**config.mk**
```make
export PLATFORM = sky130hd
export DESIGN_NAME = ptw_arbiter
export DESIGN_NICKNAME = d
export VERILOG_FILES = /design/src/rtl/ptw_arbiter.sv
export SDC_FILE = /design/constraint.sdc
export NUM_CORES = 1
export LEC_CHECK = 0
export ABC_AREA = 1
export BUFFER_PORTS_ARGS = -buffer_cell sky130_fd_sc_hd__buf_2
export CORE_MARGIN = 2
export CORE_UTILIZATION = 35
export DETAILED_ROUTE_END_ITERATION = 10
export SETUP_SLACK_MARGIN = 0.3
export SKIP_LAST_GASP = 1
export SYNTH_ARGS = -nofsm -noshare
export SYNTH_HDL_FRONTEND = slang
export SYNTH_SLANG_ARGS = --single-unit
```
**constraint.sdc**
```tcl
create_clock -name clk -period 3.7 [get_ports clk]
set_clock_uncertainty 0.05 [all_clocks]
set_input_delay 0.555 -clock clk [delete_from_list [all_inputs] [get_ports clk]]
set_output_delay 0.555 -clock clk [all_outputs]
set_load 0.02 [all_outputs]
```
**src/rtl/ptw_arbiter.sv**
```systemverilog
// ptw_arbiter: shares one page-table walker between the fetch port (0) and
// the data port (1). Each port owns a single-entry translation cache; hits
// answer the next cycle, misses are arbitrated round-robin and walked.

// One cached translation per port: valid, VPN tag and leaf PTE.
module ptw_entry #(
  parameter int BUS_DATA_WIDTH = 64,
  parameter int VPN_WIDTH      = 36
) (
  input  logic                      clk,
  input  logic                      reset,
  input  logic                      flush,
  input  logic                      fill,
  input  logic [VPN_WIDTH-1:0]      fill_tag,
  input  logic [BUS_DATA_WIDTH-1:0] fill_pte,
  input  logic [VPN_WIDTH-1:0]      look_tag,
  output logic                      match,
  output logic [BUS_DATA_WIDTH-1:0] pte
);

  logic                 valid;
  logic [VPN_WIDTH-1:0] tag;

  // Flush beats a fill in the same cycle so a stale translation never lands.
  always_ff @(posedge clk or negedge reset) begin
    if (!reset) begin
      valid <= 1'b0;
      tag   <= '0;
      pte   <= '0;
    end else if (flush) begin
      valid <= 1'b0;
    end else if (fill) begin
      valid <= 1'b1;
      tag   <= fill_tag;
      pte   <= fill_pte;
    end
  end

  // Tag compare ignores the page offset; the caller passes va[47:12].
  always_comb begin
    match = valid && (tag == look_tag);
  end

endmodule

module ptw_arbiter #(
  parameter int BUS_DATA_WIDTH = 64,
  parameter int VPN_WIDTH      = 36
) (
  input  logic                           clk,
  input  logic                           reset,
  input  logic                           flush,
  input  logic [1:0]                     req_valid,
  input  logic [1:0][BUS_DATA_WIDTH-1:0] req_va,
  output logic [1:0]                     resp_valid,
  output logic [1:0][BUS_DATA_WIDTH-1:0] resp_pte,
  output logic                           walk_enable,
  output logic [BUS_DATA_WIDTH-1:0]      walk_va,
  input  logic                           walk_ready,
  input  logic [BUS_DATA_WIDTH-1:0]      walk_pte,
  output logic                           busy
);

  localparam int NUM_PORTS = 2;
  localparam int VPN_LSB   = 12;

  typedef enum logic [2:0] {IDLE, ISSUE, DRAIN, WAIT, RESP} state_t;

  state_t state, state_nxt;

  logic                                   gnt;
  logic                                   gnt_sel;
  logic                                   rr_last;
  logic                                   flush_sticky;
  logic                                   walk_done;
  logic                                   grant_take;
  logic [NUM_PORTS-1:0]                   match;
  logic [NUM_PORTS-1:0]                   hit;
  logic [NUM_PORTS-1:0]                   miss;
  logic [NUM_PORTS-1:0]                   in_flight;
  logic [NUM_PORTS-1:0]                   fill;
  logic [NUM_PORTS-1:0][BUS_DATA_WIDTH-1:0] cache_pte;

  assign walk_done  = (state == WAIT) && walk_ready;
  assign grant_take = (state == IDLE) && (|miss);
  // Tie goes to the port that was not served last; otherwise the lone miss.
  assign gnt_sel    = (miss == 2'b11) ? ~rr_last : miss[1];

  for (genvar p = 0; p < NUM_PORTS; p++) begin : g_port
    // A port whose walk is outstanding must not hit on its own request;
    // a port already answered this cycle is masked until it drops or moves on.
    assign in_flight[p] = (state != IDLE) && (gnt == 1'(p));
    assign hit[p]       = req_valid[p] && match[p] && !in_flight[p] && !resp_valid[p];
    assign miss[p]      = req_valid[p] && !match[p] && !resp_valid[p];
    assign fill[p]      = walk_done && (gnt == 1'(p)) && !flush_sticky;

    ptw_entry #(
      .BUS_DATA_WIDTH(BUS_DATA_WIDTH),
      .VPN_WIDTH     (VPN_WIDTH)
    ) u_entry (
      .clk     (clk),
      .reset   (reset),
      .flush   (flush),
      .fill    (fill[p]),
      .fill_tag(walk_va[VPN_LSB +: VPN_WIDTH]),
      .fill_pte(walk_pte),
      .look_tag(req_va[p][VPN_LSB +: VPN_WIDTH]),
      .match   (match[p]),
      .pte     (cache_pte[p])
    );
  end

  // FSM state register.
  always_ff @(posedge clk or negedge reset) begin
    if (!reset) state <= IDLE;
    else        state <= state_nxt;
  end

  // Next-state and walker handshake outputs.
  always_comb begin
    state_nxt   = state;
    walk_enable = 1'b0;
    busy        = (state != IDLE);
    case (state)
      IDLE:  if (|miss) state_nxt = ISSUE;
      ISSUE: begin
        walk_enable = 1'b1;
        state_nxt   = DRAIN;
      end
      // Walker may still be showing ready from the previous walk here.
      DRAIN: state_nxt = WAIT;
      WAIT:  if (walk_ready) state_nxt = RESP;
      RESP:  state_nxt = IDLE;
      default: state_nxt = IDLE;
    endcase
  end

  // Responses, grant latch and walk address.
  always_ff @(posedge clk or negedge reset) begin
    if (!reset) begin
      resp_valid <= '0;
      resp_pte   <= '0;
      gnt        <= 1'b0;
      walk_va    <= '0;
      rr_last    <= 1'b1;
    end else begin
      for (int p = 0; p < NUM_PORTS; p++) begin
        resp_valid[p] <= hit[p] && !flush;
        if (hit[p] && !flush) resp_pte[p] <= cache_pte[p];
      end
      // A withdrawn requester still gets its cache filled, just no pulse.
      if (walk_done) begin
        resp_valid[gnt] <= req_valid[gnt];
        resp_pte[gnt]   <= walk_pte;
        rr_last         <= gnt;
      end
      if (grant_take) begin
        gnt     <= gnt_sel;
        walk_va <= req_va[gnt_sel];
      end
    end
  end

  // Remember a flush seen during a walk so its (possibly stale) result is not cached.
  always_ff @(posedge clk or negedge reset) begin
    if (!reset)                         flush_sticky <= 1'b0;
    else if (state == RESP)             flush_sticky <= 1'b0;
    else if (flush && (state != IDLE))  flush_sticky <= 1'b1;
  end

endmodule
```
==> flow_summary.ini, run 1 <==
[finish]
seqCellArea_um2 = 10100
syn2layout_area_growth_pct = 21.8
nets = 3119
multiInputGateArea_um2 = 7100
final_cell_mix = 897 x nand2_1, 421 x inv_1, 401 x dfrtp_1
drive_above_1_share_pct = 17.8
nFillCells = 5718
final_common_cell = nand2_1

[yosys]
synthFlopType = dfrtp_1
synth_top_area_share_pct = 51.6
synth_top_family_by_area = simple AND/OR/NAND/NOR gates
avgSynthCellArea_um2 = 7.52
synthXorXnorAreaFrac_pct = 0.720
netlist_area_um2 = 19500
synthCells = 2587
async_reset_ff_share_pct = 100
synth_mux_area_share_pct = 0
synth_top_area_cell = dfrtp_1
synthAdderAreaFrac_pct = 0
synth-compound-area-share_pct = 8.02
ys_types = 38
synth-simple-area-share_pct = 27.4
synth-edff-count = 0
synth-seq-cells = 402
synth_fp_nets = 2785
yosysWarningCount = 0
yosys-top-cells-area = dfrtp_1 52%, nand2_1 17%, inv_1 8.2%
ys_seq_area_share_pct = 51.7

[worst_hold_path]
hold_class = primary input to register

[global_routing]
antenna_found_initial = 8
groute.usage.overall_pct = 21.4
grt_pass1_vias = 16800
grt_max_degree = 106
grt_overflow_total = 0
grt_pass1_wl_mm = 95.9

[sta]
fin_setup_tns_ns = 0
layout_setup_ws_ns = 0.876
finalHoldViolations = 0
max_freq_mhz = 354
finalSetupViolCount = 0
worstMarginPinSlew_ns = 0.928
relSlewSlack_pct = 38.2
min_period_ns = 2.82
report.final.slew_viol_count = 0
rsz0062_at_grt = no
post-route-period-util_pct = 76.3

[setup_path]
critPathLaunchType = register
crit_fanout = 65
end_kind = register
cp.required_ns = 4.06
critical_path_class = register to register
worstPathArrival_ns = 3.18

[floorplanning]
core_um2 = 55000
fp-row-count = 86
die_h_um = 240
die-area_um2 = 57500
die-width_um = 240
initial_utilization_pct = 35.4
ios = 394

[cts]
insertion_delay_ns = 0.59
clk_pin_slew_worst_paths_ns = 0.06
cts_htree_levels = 2
clockRootBuffer = clkbuf_16
cts_setup_buffers = 0
cts_resized = 0
numCtsBuffers = 46
clock-sinks = 402
postCtsHoldBufs = 1
tritoncts = done
cts_buffer_depth = 3

[place]
hpwl_mm = 40.9
dp_slack_ns = 0.712
portBuffers = 393
gp_congestion = 0.905

[detailed_routing]
firstDrtPassIters = 7
num_vias = 17400
dr_wl_met3_mm = 4.51
wirelength_mm = 61.0
drc = 0
routed-wl-met2_mm = 27.4
wl_met1_mm = 27.4
drtIter0Drc = 1186
viasPerCell = 4.68
top_layer_used = met5
avgRoutedWirePerCell_um = 16.4
ant_nets = 0

[power_and_ir_drop]
p_leak_uw = 0.0128
power_uw = 18600
powerDensity_nw_per_um2 = 785
irDropWorstVdd_mv = 0.434

[run]
maxCapViolCount = 0

[outcome]
status = finished, final reports clean
-- state kept, by name, summed over array words and instances, names as in the netlist --
signal	flops
walk_va	64
resp_pte	128
flush_sticky	1
g_port.u_entry.valid	2
resp_valid	2
g_port.u_entry.pte	128
gnt	1
rr_last	1
state	3
g_port.u_entry.tag	72
-- report_power, final --
| part | internal [uW] | switching, uW |
|---|---|---|
| registers | 6160 | 1190 |
| logic | 2190 | 4330 |
| clock network | 2810 | 1910 |
-- per-stage QoR --
stage          utilization, %  instances  hold WS [ns]  area, um2
5_1_grt                  43.1       3710         0.164      23700
3_5_place_dp             40.2       3620         0.411      22100
3_3_place_gp             40.2       3620         0.412      22100
6_report                 43.1       3711         0.173      23700
2_1_floorplan               -       2587         0.209      19500
4_1_cts                  43.1       3706         0.133      23700
-- layer usage --
| metal | vias to the layer above | GRT usage (%) |
|---|---|---|
| met2 | 590 | 34.1 |
| li1 | 8638 | - |
| met5 | - | 0 |
| met1 | 8034 | 29.3 |
| met4 | 6 | 6.61 |
| met3 | 95 | 4.39 |
-- final timing paths --
check,depth (start not counted),slack (ns),to,start
worst max-delay path,10,0.88,resp_pte[72],g_port[1].u_entry.tag[10]
worst min-delay path,3,0.17,resp_pte[35],walk_pte[35]
worst max register to register,10,0.88,resp_pte[72],g_port[1].u_entry.tag[10]
worst min register to register,2,0.43,rr_last,rr_last
max in group asynchronous,3,2.10,g_port[0].u_entry.pte[51],reset
min in group asynchronous,2,0.56,walk_va[38],reset
-- worst max-delay path, stage by stage, from the launching register on --
cell     delay (ns)
dfrtp_1        0.39
xnor2_1        0.38
nand3_1        0.17
nor3_1         0.19
nand2_1        0.14
nor2_4         0.19
buf_4          0.34
nand2_2        0.06
buf_4          0.38
nand2_1        0.18
a31oi_1        0.10
-- final cells by class --
class	count	share of cell area [%]
inverter	430	6.82
clock buffer	70	5.87
multi-input combinational	1614	29.9
tap	748	3.95
clock inverter	15	0.792
antenna	5	0.0528
timing repair buffer	427	10.1
sequential	402	42.5
-- Yosys cell counts, drive strengths merged, types with 2 or more instances --
master and n:
o22ai 4, nand2 903, clkinv 2, buf 66
and3 3, dfrtp 401, inv 428, xnor2 15
a21oi 3, nand3b 2, nand3 268, o21ai 217
nor3 5, nor2 113, a31oi 64, nand4 8
clkbuf 75
-- cells by family after synthesis --
family                    Yosys count
xor gates and xnor gates           16
AOI/OAI and AO/OA                 291
DFF                               402
buffers and inverters             571
and+or+nand+nor                  1307
Note: power is estimated with default switching activity, not from simulation.
==> run 2: changes to the inputs <==
clock period = 2.42 ns   (was 3.7 ns; I/O delays follow)
==> run 2 against run 1 <==
Effect of this change:
- combinational power rose by 84%
- non-clock buffer count rose by 159
- final area rose by 15%
- global-route usage rose by 0.47 points
- die area did not move
- routed wire length rose by 17%
- register-to-register slack got worse by 0.70 ns
- sequential share of layout area fell by 5.6 points
- via count rose by 7.1%
- worst setup slack got worse by 0.70 ns
- final cell count rose by 4.4%
==> flow_summary.ini, run 2 (synthesis results as in run 1) <==
[setup_path]
crit_fanout = 7
end_kind = register
worstPathArrival_ns = 2.66
cp.required_ns = 2.84
critical_path_class = register to register
reg2regPathDepth = 11
critPathLaunchType = register

[sta]
whs_ns = 0.0329
relSlewSlack_pct = 44.9
finalSetupViolCount = 0
post-route-period-util_pct = 92.9
rsz0062_at_grt = yes
report.final.slew_viol_count = 0
worstMarginPinSlew_ns = 0.826
max_freq_mhz = 445
min_period_ns = 2.25
finalHoldViolations = 0

[place]
hpwl_mm = 42.6
gp_congestion = 0.915
portBuffers = 393
dp_cells = 3645

[finish]
multiInputGateArea_um2 = 8250
drive_above_1_share_pct = 26.6
nets = 3281
nFillCells = 5275
fin_util_pct = 49.6
seqCellArea_um2 = 10100
reg.largest.list = g_port.u_entry.pte (128), resp_pte (128), g_port.u_entry.tag (72)
final_cell_mix = 818 x nand2_1, 421 x inv_1, 400 x dfrtp_1
finalNonFillerCells = 3875
syn2layout_area_growth_pct = 40.2
final_common_cell = nand2_1

[cts]
cts_htree_levels = 2
clk_pin_slew_worst_paths_ns = 0.06
clock-sinks = 402
tritoncts = done
numCtsBuffers = 47
cts_buffer_depth = 3
insertion_delay_ns = 0.60
clockRootBuffer = clkbuf_16

[global_routing]
grt_max_degree = 129
antenna_found_initial = 6
grt_pass1_wl_mm = 97.3
grt_pass1_vias = 17000
groute.usage.overall_pct = 21.9
grt_overflow_total = 0

[floorplanning]
die-width_um = 240
die-area_um2 = 57500
die_h_um = 240
core_um2 = 55000
fp-row-count = 86
initial_utilization_pct = 35.4
ios = 394

[power_and_ir_drop]
irDropWorstVdd_mv = 0.580
power_uw = 30800
powerDensity_nw_per_um2 = 1130
p_leak_uw = 0.0142

[detailed_routing]
ant_nets = 0
num_vias = 18600
viasPerCell = 4.80
avgRoutedWirePerCell_um = 18.5
firstDrtPassIters = 7
drc = 0
drtIter0Drc = 1395
wirelength_mm = 71.5

[outcome]
status = finished, final reports clean

[worst_hold_path]
holdPathStages = 3
hold_class = primary input to register

[run]
maxCapViolCount = 0
## run 2: changes by cell type in the layout (fill, tap and decap cells not counted), sizes merged
| cell | before | now |
|---|---|---|
| clkinv | 10 | 13 |
| buf | 426 | 489 |
| clkbuf | 70 | 100 |
| bufinv | 3 | 4 |
| dlygate4sd3 | 1 | 68 |
| clkinvlp | 3 | 1 |
| nand2 | 903 | 905 |
## run 2: worst paths after layout
| kind | start | endpoint | slack [ns] |
|---|---|---|---|
| worst max-delay path | g_port[1].u_entry.tag[10] | resp_pte[92] | 0.17 |
| worst max register to register | g_port[1].u_entry.tag[10] | resp_pte[92] | 0.17 |
| max in group asynchronous | reset | resp_pte[59] | 1.26 |
| worst min-delay path | walk_pte[12] | resp_pte[12] | 0.03 |
| worst min register to register | g_port[0].u_entry.pte[55] | g_port[0].u_entry.pte[55] | 0.43 |
| min in group asynchronous | reset | g_port[0].u_entry.pte[4] | 0.23 |
## run 2: layer usage
| layer | share of wire [%] | track usage (%) | routed length [um] | vias to the layer above |
|---|---|---|---|---|
| met5 | 0.015 | 0 | 11 | - |
| met4 | 3.1 | 7.06 | 2210 | 2 |
| met3 | 7.4 | 3.57 | 5310 | 120 |
| met2 | 45 | 34.4 | 32500 | 727 |
| met1 | 44 | 30.7 | 31500 | 8780 |
| li1 | - | - | - | 8967 |
## run 2: cell type report
class                           count  share of cell area, %
Sequential cell                   402                   36.9
Multi-Input combinational cell   1616                   30.3
Timing Repair Buffer              586                   17.5
Inverter                          430                   5.94
Clock buffer                       71                   5.12
Tap cell                          748                   3.43
Clock inverter                     17                  0.862
Antenna cell                        5                 0.0459
## run 2: critical path, stage by stage (launching register included)
cell     delay, ns
dfrtp_1       0.40
xnor2_2       0.28
nand3_2       0.15
nor3_4        0.19
nand2_2       0.12
nor2_4        0.20
buf_6         0.17
nand2_8       0.13
buf_12        0.17
buf_6         0.12
nand2_1       0.05
a31oi_1       0.08
## run 2: stage by stage
step	setup TNS, ns	instance area, um2	setup WS [ns]
floorplan	0	19500	0.689
global placement	-11.98	22500	-0.140
detailed placement	-15.06	22500	-0.173
CTS	0	25000	0.250
global route	0	27300	0.125
finish	0	27300	0.172
## run 2: power breakdown
part	internal (uW)	total (uW)	switching [uW]
registers	9420	11400	1940
clock network	4440	7470	3030
logic	4490	12000	7510
## run 2: what timing repair did
action / CTS / global route
resized for setup: 27 / 283
setup buffers: 5 / 17
pin swaps: 1 / 118
hold buffers: 68 / 0
hold endpoints to repair: 182 / 0
setup endpoints to repair: 190 / 297
cloned: 2 / 45
